**config.mk**
```make
export PLATFORM = sky130hd
export DESIGN_NAME = mem_access_stage_flat
export DESIGN_NICKNAME = d
export VERILOG_FILES = /design/src/rtl/mem_access_stage_if.sv /design/src/rtl/mem_access_stage.sv /design/src/flat_wrapper.sv
export SDC_FILE = /design/constraint.sdc
export NUM_CORES = 1
export LEC_CHECK = 0
export CORE_MARGIN = 5
export CORE_UTILIZATION = 40
export DETAILED_ROUTE_END_ITERATION = 6
export GPL_ROUTABILITY_DRIVEN = 1
export PLACE_DENSITY = 0.79
export SYNTH_ARGS = -nofsm -noshare
export SYNTH_HDL_FRONTEND = slang
export SYNTH_SLANG_ARGS = --single-unit
```
**constraint.sdc**
```tcl
create_clock -name clk -period 1.85 [get_ports clk]
set_input_delay 0.37 -clock clk [delete_from_list [all_inputs] [get_ports clk]]
set_output_delay 0.37 -clock clk [all_outputs]
set_load 0.02 [all_outputs]
```
**src/rtl/mem_access_stage_if.sv**
```systemverilog
// Data-memory port of the MEM stage: req/gnt request channel and rvalid/rdata response channel.
interface mem_access_stage_if;
  logic        dmem_req;
  logic        dmem_we;
  logic [31:0] dmem_addr;
  logic [3:0]  dmem_be;
  logic [31:0] dmem_wdata;
  logic        dmem_gnt;
  logic        dmem_rvalid;
  logic [31:0] dmem_rdata;

  modport master (
    output dmem_req, dmem_we, dmem_addr, dmem_be, dmem_wdata,
    input  dmem_gnt, dmem_rvalid, dmem_rdata
  );

  modport slave (
    input  dmem_req, dmem_we, dmem_addr, dmem_be, dmem_wdata,
    output dmem_gnt, dmem_rvalid, dmem_rdata
  );
endinterface

```
**src/rtl/mem_access_stage.sv**
```systemverilog
// RV32I MEM stage: EX/MEM -> req/gnt/rvalid data port -> MEM/WB, stalling upstream while an access is in flight.
// Optional macro MEM_MISALIGN_TRAP_EN: misaligned halfword/word accesses trap instead of reaching memory.
module mem_access_stage #(
  parameter int         XLEN      = 32,
  parameter logic [6:0] OPC_LOAD  = 7'b0000011,
  parameter logic [6:0] OPC_STORE = 7'b0100011
) (
  input  logic               clk,
  input  logic               reset,
  input  logic               ex_valid,
  input  logic [XLEN-1:0]    ex_mem_ir,
  input  logic [XLEN-1:0]    ex_mem_alu,
  input  logic [XLEN-1:0]    ex_mem_b,
  output logic               stall_out,
  mem_access_stage_if.master dmem,
  output logic               mem_wb_valid,
  output logic [XLEN-1:0]    mem_wb_ir,
  output logic [XLEN-1:0]    mem_wb_alu,
  output logic [XLEN-1:0]    mem_wb_lmd,
  output logic               mem_wb_trap
);
  typedef enum logic [1:0] {IDLE, REQ, WAIT} state_e;
  typedef enum logic [1:0] {SZ_B, SZ_H, SZ_W} size_e;

  state_e          state_reg;
  size_e           size_next;
  size_e           size_reg;
  logic [1:0]      lane_reg;
  logic            unsigned_reg;

  logic [2:0]      funct3;
  logic [1:0]      lane;
  logic            is_load;
  logic            is_store;
  logic            is_mem;
  logic            trap_next;
  logic [3:0]      be_byte;
  logic [3:0]      be_half;
  logic [3:0]      be_next;
  logic [XLEN-1:0] wdata_next;
  logic [XLEN-1:0] byte_sh;
  logic [XLEN-1:0] half_sh;
  logic [XLEN-1:0] lmd_next;

  assign funct3   = ex_mem_ir[14:12];
  assign lane     = ex_mem_alu[1:0];
  assign is_load  = (ex_mem_ir[6:0] == OPC_LOAD);
  assign is_store = (ex_mem_ir[6:0] == OPC_STORE);
  assign is_mem   = is_load || is_store;

  // Undefined funct3 encodings fall through to word size; only loads have the unsigned variants.
  always_comb begin
    size_next = SZ_W;
    if (funct3 == 3'b000 || (is_load && funct3 == 3'b100))
      size_next = SZ_B;
    else if (funct3 == 3'b001 || (is_load && funct3 == 3'b101))
      size_next = SZ_H;
  end

`ifdef MEM_MISALIGN_TRAP_EN
  assign trap_next = is_mem && ((size_next == SZ_H && lane[0]) ||
                                (size_next == SZ_W && lane != 2'b00));
`else
  assign trap_next = 1'b0;
`endif

  genvar gi;
  generate
    for (gi = 0; gi < 4; gi++) begin : g_lane
      assign be_byte[gi] = (lane == 2'(gi));
      assign be_half[gi] = (lane[1] == (gi >= 2));
    end
  endgenerate

  always_comb begin
    be_next    = 4'b1111;
    wdata_next = ex_mem_b;
    case (size_next)
      SZ_B: begin
        be_next    = be_byte;
        wdata_next = {4{ex_mem_b[7:0]}};
      end
      SZ_H: begin
        be_next    = be_half;
        wdata_next = {2{ex_mem_b[15:0]}};
      end
      default: ;
    endcase
  end

  // Load extraction uses the lane/size captured at issue, so the response path does not depend on EX/MEM.
  assign byte_sh = dmem.dmem_rdata >> {lane_reg, 3'b000};
  assign half_sh = dmem.dmem_rdata >> {lane_reg[1], 4'b0000};

  always_comb begin
    lmd_next = dmem.dmem_rdata;
    case (size_reg)
      SZ_B: lmd_next = unsigned_reg ? {{(XLEN-8){1'b0}}, byte_sh[7:0]}
                                    : {{(XLEN-8){byte_sh[7]}}, byte_sh[7:0]};
      SZ_H: lmd_next = unsigned_reg ? {{(XLEN-16){1'b0}}, half_sh[15:0]}
                                    : {{(XLEN-16){half_sh[15]}}, half_sh[15:0]};
      default: ;
    endcase
  end

  always_comb begin
    stall_out = 1'b0;
    if (!reset) begin
      case (state_reg)
        IDLE:    stall_out = ex_valid && is_mem && !trap_next;
        REQ:     stall_out = !(dmem.dmem_gnt && dmem.dmem_we);
        WAIT:    stall_out = !dmem.dmem_rvalid;
        default: stall_out = 1'b0;
      endcase
    end
  end

  always_ff @(posedge clk) begin
    if (reset) begin
      state_reg       <= IDLE;
      size_reg        <= SZ_W;
      lane_reg        <= 2'b00;
      unsigned_reg    <= 1'b0;
      dmem.dmem_req   <= 1'b0;
      dmem.dmem_we    <= 1'b0;
      dmem.dmem_addr  <= '0;
      dmem.dmem_be    <= '0;
      dmem.dmem_wdata <= '0;
      mem_wb_valid    <= 1'b0;
      mem_wb_ir       <= '0;
      mem_wb_alu      <= '0;
      mem_wb_lmd      <= '0;
      mem_wb_trap     <= 1'b0;
    end else begin
      // MEM/WB always tracks EX/MEM; it is only marked valid on the cycle an instruction retires here.
      mem_wb_ir    <= ex_mem_ir;
      mem_wb_alu   <= ex_mem_alu;
      mem_wb_valid <= 1'b0;
      mem_wb_lmd   <= '0;
      mem_wb_trap  <= 1'b0;
      case (state_reg)
        IDLE: begin
          if (ex_valid) begin
            if (!is_mem) begin
              mem_wb_valid <= 1'b1;
            end else if (trap_next) begin
              mem_wb_valid <= 1'b1;
              mem_wb_trap  <= 1'b1;
            end else begin
              state_reg       <= REQ;
              size_reg        <= size_next;
              lane_reg        <= lane;
              unsigned_reg    <= funct3[2];
              dmem.dmem_req   <= 1'b1;
              dmem.dmem_we    <= is_store;
              dmem.dmem_addr  <= {ex_mem_alu[31:2], 2'b00};
              dmem.dmem_be    <= be_next;
              dmem.dmem_wdata <= is_store ? wdata_next : '0;
            end
          end
        end
        REQ: begin
          if (dmem.dmem_gnt) begin
            dmem.dmem_req <= 1'b0;
            if (dmem.dmem_we) begin
              mem_wb_valid <= 1'b1;
              state_reg    <= IDLE;
            end else begin
              state_reg <= WAIT;
            end
          end
        end
        WAIT: begin
          if (dmem.dmem_rvalid) begin
            mem_wb_valid <= 1'b1;
            mem_wb_lmd   <= lmd_next;
            state_reg    <= IDLE;
          end
        end
        default: state_reg <= IDLE;
      endcase
    end
  end
endmodule

```
**src/flat_wrapper.sv**
```systemverilog
// flat-port wrapper written by rule: the top's interface ports become plain ports
module mem_access_stage_flat 
#(
  parameter int         XLEN      = 32,
  parameter logic [6:0] OPC_LOAD  = 7'b0000011,
  parameter logic [6:0] OPC_STORE = 7'b0100011
)
  (clk, reset, ex_valid, ex_mem_ir, ex_mem_alu, ex_mem_b, stall_out, mem_wb_valid, mem_wb_ir, mem_wb_alu, mem_wb_lmd, mem_wb_trap, dmem_dmem_req, dmem_dmem_we, dmem_dmem_addr, dmem_dmem_be, dmem_dmem_wdata, dmem_dmem_gnt, dmem_dmem_rvalid, dmem_dmem_rdata);
  mem_access_stage_if dmem_i ();
  input  logic clk;
  input  logic reset;
  input  logic ex_valid;
  input  logic [XLEN-1:0] ex_mem_ir;
  input  logic [XLEN-1:0] ex_mem_alu;
  input  logic [XLEN-1:0] ex_mem_b;
  output logic stall_out;
  output logic mem_wb_valid;
  output logic [XLEN-1:0] mem_wb_ir;
  output logic [XLEN-1:0] mem_wb_alu;
  output logic [XLEN-1:0] mem_wb_lmd;
  output logic mem_wb_trap;
  output wire logic [$bits(dmem_i.dmem_req)-1:0] dmem_dmem_req;
  output wire logic [$bits(dmem_i.dmem_we)-1:0] dmem_dmem_we;
  output wire logic [$bits(dmem_i.dmem_addr)-1:0] dmem_dmem_addr;
  output wire logic [$bits(dmem_i.dmem_be)-1:0] dmem_dmem_be;
  output wire logic [$bits(dmem_i.dmem_wdata)-1:0] dmem_dmem_wdata;
  input wire logic [$bits(dmem_i.dmem_gnt)-1:0] dmem_dmem_gnt;
  input wire logic [$bits(dmem_i.dmem_rvalid)-1:0] dmem_dmem_rvalid;
  input wire logic [$bits(dmem_i.dmem_rdata)-1:0] dmem_dmem_rdata;
  assign dmem_dmem_req = dmem_i.dmem_req;
  assign dmem_dmem_we = dmem_i.dmem_we;
  assign dmem_dmem_addr = dmem_i.dmem_addr;
  assign dmem_dmem_be = dmem_i.dmem_be;
  assign dmem_dmem_wdata = dmem_i.dmem_wdata;
  assign dmem_i.dmem_gnt = dmem_dmem_gnt;
  assign dmem_i.dmem_rvalid = dmem_dmem_rvalid;
  assign dmem_i.dmem_rdata = dmem_dmem_rdata;
  mem_access_stage #(.XLEN(XLEN), .OPC_LOAD(OPC_LOAD), .OPC_STORE(OPC_STORE)) u_core (.clk(clk), .reset(reset), .ex_valid(ex_valid), .ex_mem_ir(ex_mem_ir), .ex_mem_alu(ex_mem_alu), .ex_mem_b(ex_mem_b), .stall_out(stall_out), .dmem(dmem_i), .mem_wb_valid(mem_wb_valid), .mem_wb_ir(mem_wb_ir), .mem_wb_alu(mem_wb_alu), .mem_wb_lmd(mem_wb_lmd), .mem_wb_trap(mem_wb_trap));
endmodule
```
==> summary.md <==
| Metric | Value |
|---|---|
| Post-Route WL | `between 15000 and 20000 µm` |
| CP endpoint kind | `output port` |
| Crit path DAT | `approximately 1500 ps` |
| Largest net degree at the start of global routing | `between 60 and 70` |
| First-pass GRT wire length | `30000 µm` |
| GP Congestion | `roughly 0.89` |
| H-Tree Depth | `4` |
| DR vias | `between 5000 and 6000` |
| Core Region | `around 0.015 mm²` |
| Fmax | `between 0.5 and 0.6 GHz` |
| Peak fanout along the critical path | `2` |
| Clk_lat worst skew | `430 ps` |
| Vias in the first global route | `5483` |
| I/O pin cnt | `about 300` |
| Layout cell share with drive strength beyond 1 | `10.6%` |
| Maxcap violations | `0` |
| Synth area leader | `dfxtp_1` |
| Critical path buffers and inverters | `3` |
| Post-CTS Hold Buffers | `0` |
| Worst-path clk slew | `~70 ps` |
| CP max-delay cell | `nor4bb_4` |
| # rows | `44` |
| RSZ-0062 raised after global routing | `true` |
| Total global-route track usage | `a little over a fifth` |
| Worst-margin pin slew | `~1000 ps` |
| CTS sink cnt | `172` |
| Die Ht | `between 100 and 150 µm` |
| IO Port Bufs | `298` |
| Final #Nets | `1085` |
| Drt pass-1 iters | `4` |
| Final worst path period need | `1840 ps` |
| Critical Path Start | `ex_mem_ir[2]` |
| Yosys reg bits | `172` |
| Critical path depth | `6` |
| Cts bufs inserted | `17` |
| Reg area | `0.00345 mm²` |
| Drt first-iter violations | `between 200 and 300` |
| Buffers from clock root to sink, at most | `2` |
| EDFF count, synth | `0` |
| Die area | `approximately 0.018 mm²` |
| Power Density | `812 mW/mm²` |
| Final Hold Violating Endpoints | `0` |
| R2R depth | `6` |
| Final TNS setup | `0 ps` |
| Syn Area/Cell | `between 9 and 10 µm²` |
| GRT overflow | `0` |
| CTS tree | `done` |
| Max rail drop VDD | `just under 600 µV` |
| Register area share after synthesis | `57.5%` |
| Clock root cell | `clkbuf_16` |
| Hold depth | `2` |
| Post-Synthesis Cells | `between 600 and 700` |
| Die width | `132 µm` |
| Post-Syn Area | `0.00599 mm²` |
| CP delay by family, top | `buffers and inverters` |
| Yosys cell types | `43` |
| LEAKAGE | `3.92 nW` |
| Slew HR | `between 30 and 40%` |
| Routed len/inst | `roughly 17 µm` |
| Initial antenna violation count | `0` |
| Setup Viol. Count Final | `0` |
| Worst hold margin | `around 310 ps` |
| Largest cells by area after synthesis | `dfxtp_1 58%, nand2_1 7.3%, nor2b_1 6.7%` |
| Routed Antenna Nets | `0` |
| Final slew viol count | `0` |
| Initial Utilization | `roughly 41%` |
| Area occupied by multi-input gates | `0.00236 mm²` |
| Clk_skew | `~8 ps` |
| Worst EP required | `~1500 ps` |
| Cell Chain, Critical Path | `clkdlybuf4s15_1 -> nor4bb_4 -> buf_4 -> nand3_4 -> a31oi_4 -> buf_6` |
| CP peak stage delay | `between 300 and 400 ps` |
| Final period utilization | `99.3%` |
| CP Class | `primary input to output port` |
| DRC Markers | `0` |
| Dpl hpwl | `between 10000 and 15000 µm` |
| Outcome | `finished clean` |
| Worst hold path class | `primary input to register` |
| Hold Startpoint | `ex_mem_ir[0]` |
| Synth Flop Type | `dfxtp_1` |
| Drt via density | `between 4 and 5` |
| Area grow syn2layout | `67.8%` |
| Worst setup SP type | `primary input` |
| Filler cells | `1146` |
| Yosys warnings | `0` |
| N_diodes | `0` |
| Synth async-reset ratio | `0%` |
| Reg2Reg Launch Point | `u_core.state_reg[0]` |
| Share of the synthesized area in the top cell type | `approximately 58%` |
==> report_power, final <==
part | internal [mW] | switching (mW) | total (mW)
sequential | 3.78 | 0.0217 | 3.80
combinational | 0.501 | 0.381 | 0.882
clock | 1.98 | 1.50 | 3.47
==> timing repair <==
action | in CTS | in global routing
resized for setup | 18 | 9
buffers inserted | 4 | 3
endpoints found under the setup margin | 85 | 11
pin swaps | 4 | 5
==> synthesized netlist by cell type (6+ instances only) <==
cell type	n
a21o_1	16
a21oi_1	48
a221oi_1	8
a222oi_1	7
buf_2	8
buf_4	6
clkbuf_1	28
dfxtp_1	172
inv_1	10
mux2i_1	16
nand2_1	116
nand3_1	13
nor2_1	39
nor2b_1	64
o21ai_0	11
o2bb2ai_1	24
==> cell type report <==
| type | count | area share (%) |
|---|---|---|
| Timing Repair Buffer | 351 | 33.8 |
| Multi-Input combinational cell | 400 | 23.5 |
| Inverter | 10 | 0.374 |
| Sequential cell | 172 | 34.3 |
| Tap cell | 184 | 2.29 |
| Clock inverter | 11 | 1.08 |
| Clock buffer | 21 | 4.68 |
==> worst reg2reg max path, stage by stage (launching register included) <==
cell       delay (ps)
dfxtp_2           330
buf_4             160
nand4bb_1         220
or3_4             370
a311oi_4          290
buf_4             230
a21o_1            100
==> cells in the final DEF, fill, tap and decap left out, types with 2 or more instances in the layout <==
cell / n
mux2i_1: 16
nor2_1: 38
buf_4: 52
inv_6: 2
nand2b_1: 3
nor2b_1: 64
a21oi_1: 48
clkdlybuf4s50_1: 290
buf_6: 2
nor3b_1: 4
o2bb2ai_1: 24
nor3_1: 2
o221a_2: 2
o21ai_0: 11
clkbuf_8: 3
nand2_1: 116
dlygate4sd2_1: 3
a222oi_1: 7
a21o_1: 16
inv_1: 10
clkinv_4: 5
a221oi_1: 8
clkinv_2: 2
conb_1: 3
nand3_1: 12
dfxtp_1: 170
clkdlybuf4s15_1: 2
a311oi_1: 2
o22a_1: 2
clkbuf_16: 17
==> kinds of logic (layout without fill, tap and decap cells) <==
family,after synthesis,after routing,synth area share [%]
flip-flops,172,172,57.5
AND/OR/NAND/NOR,250,250,19.8
other,1,3,0.0626
buffers and inverters,57,393,4.37
AO/OA/AOI/OAI,130,130,15.3
multiplexers,17,17,3.05
==> per-layer routing <==
metal  part of all wire [%]  global-route usage [%]
met4                    2.2                    7.52
met5                      0                       0
met1                     38                    24.1
met3                    9.4                    9.31
met2                     50                    36.9
==> per-stage QoR <==
stage	worst slack (ps)	power, mW	cells	cell area [µm²]	utilization (%)
final	12.4	8.16	1149	10000	68.9
after floorplan	3.39	4.20	629	6010	-
after global placement	-890	4.76	1110	9360	64.2
after detailed placement	-880	4.77	1110	9360	64.2
after global routing	-33.0	8.44	1149	10000	68.9
after CTS	-79.5	8.24	1146	10000	68.6
==> path summary, 6_finish.rpt <==
kind | to | slack, ps
max | stall_out | 10
min | u_core.mem_wb_ir[0] | 310
max reg2reg | u_core.mem_wb_lmd[25] | 100
min reg2reg | u_core.dmem.dmem_wdata[7] | 450
(Power assumes the default switching activity.)
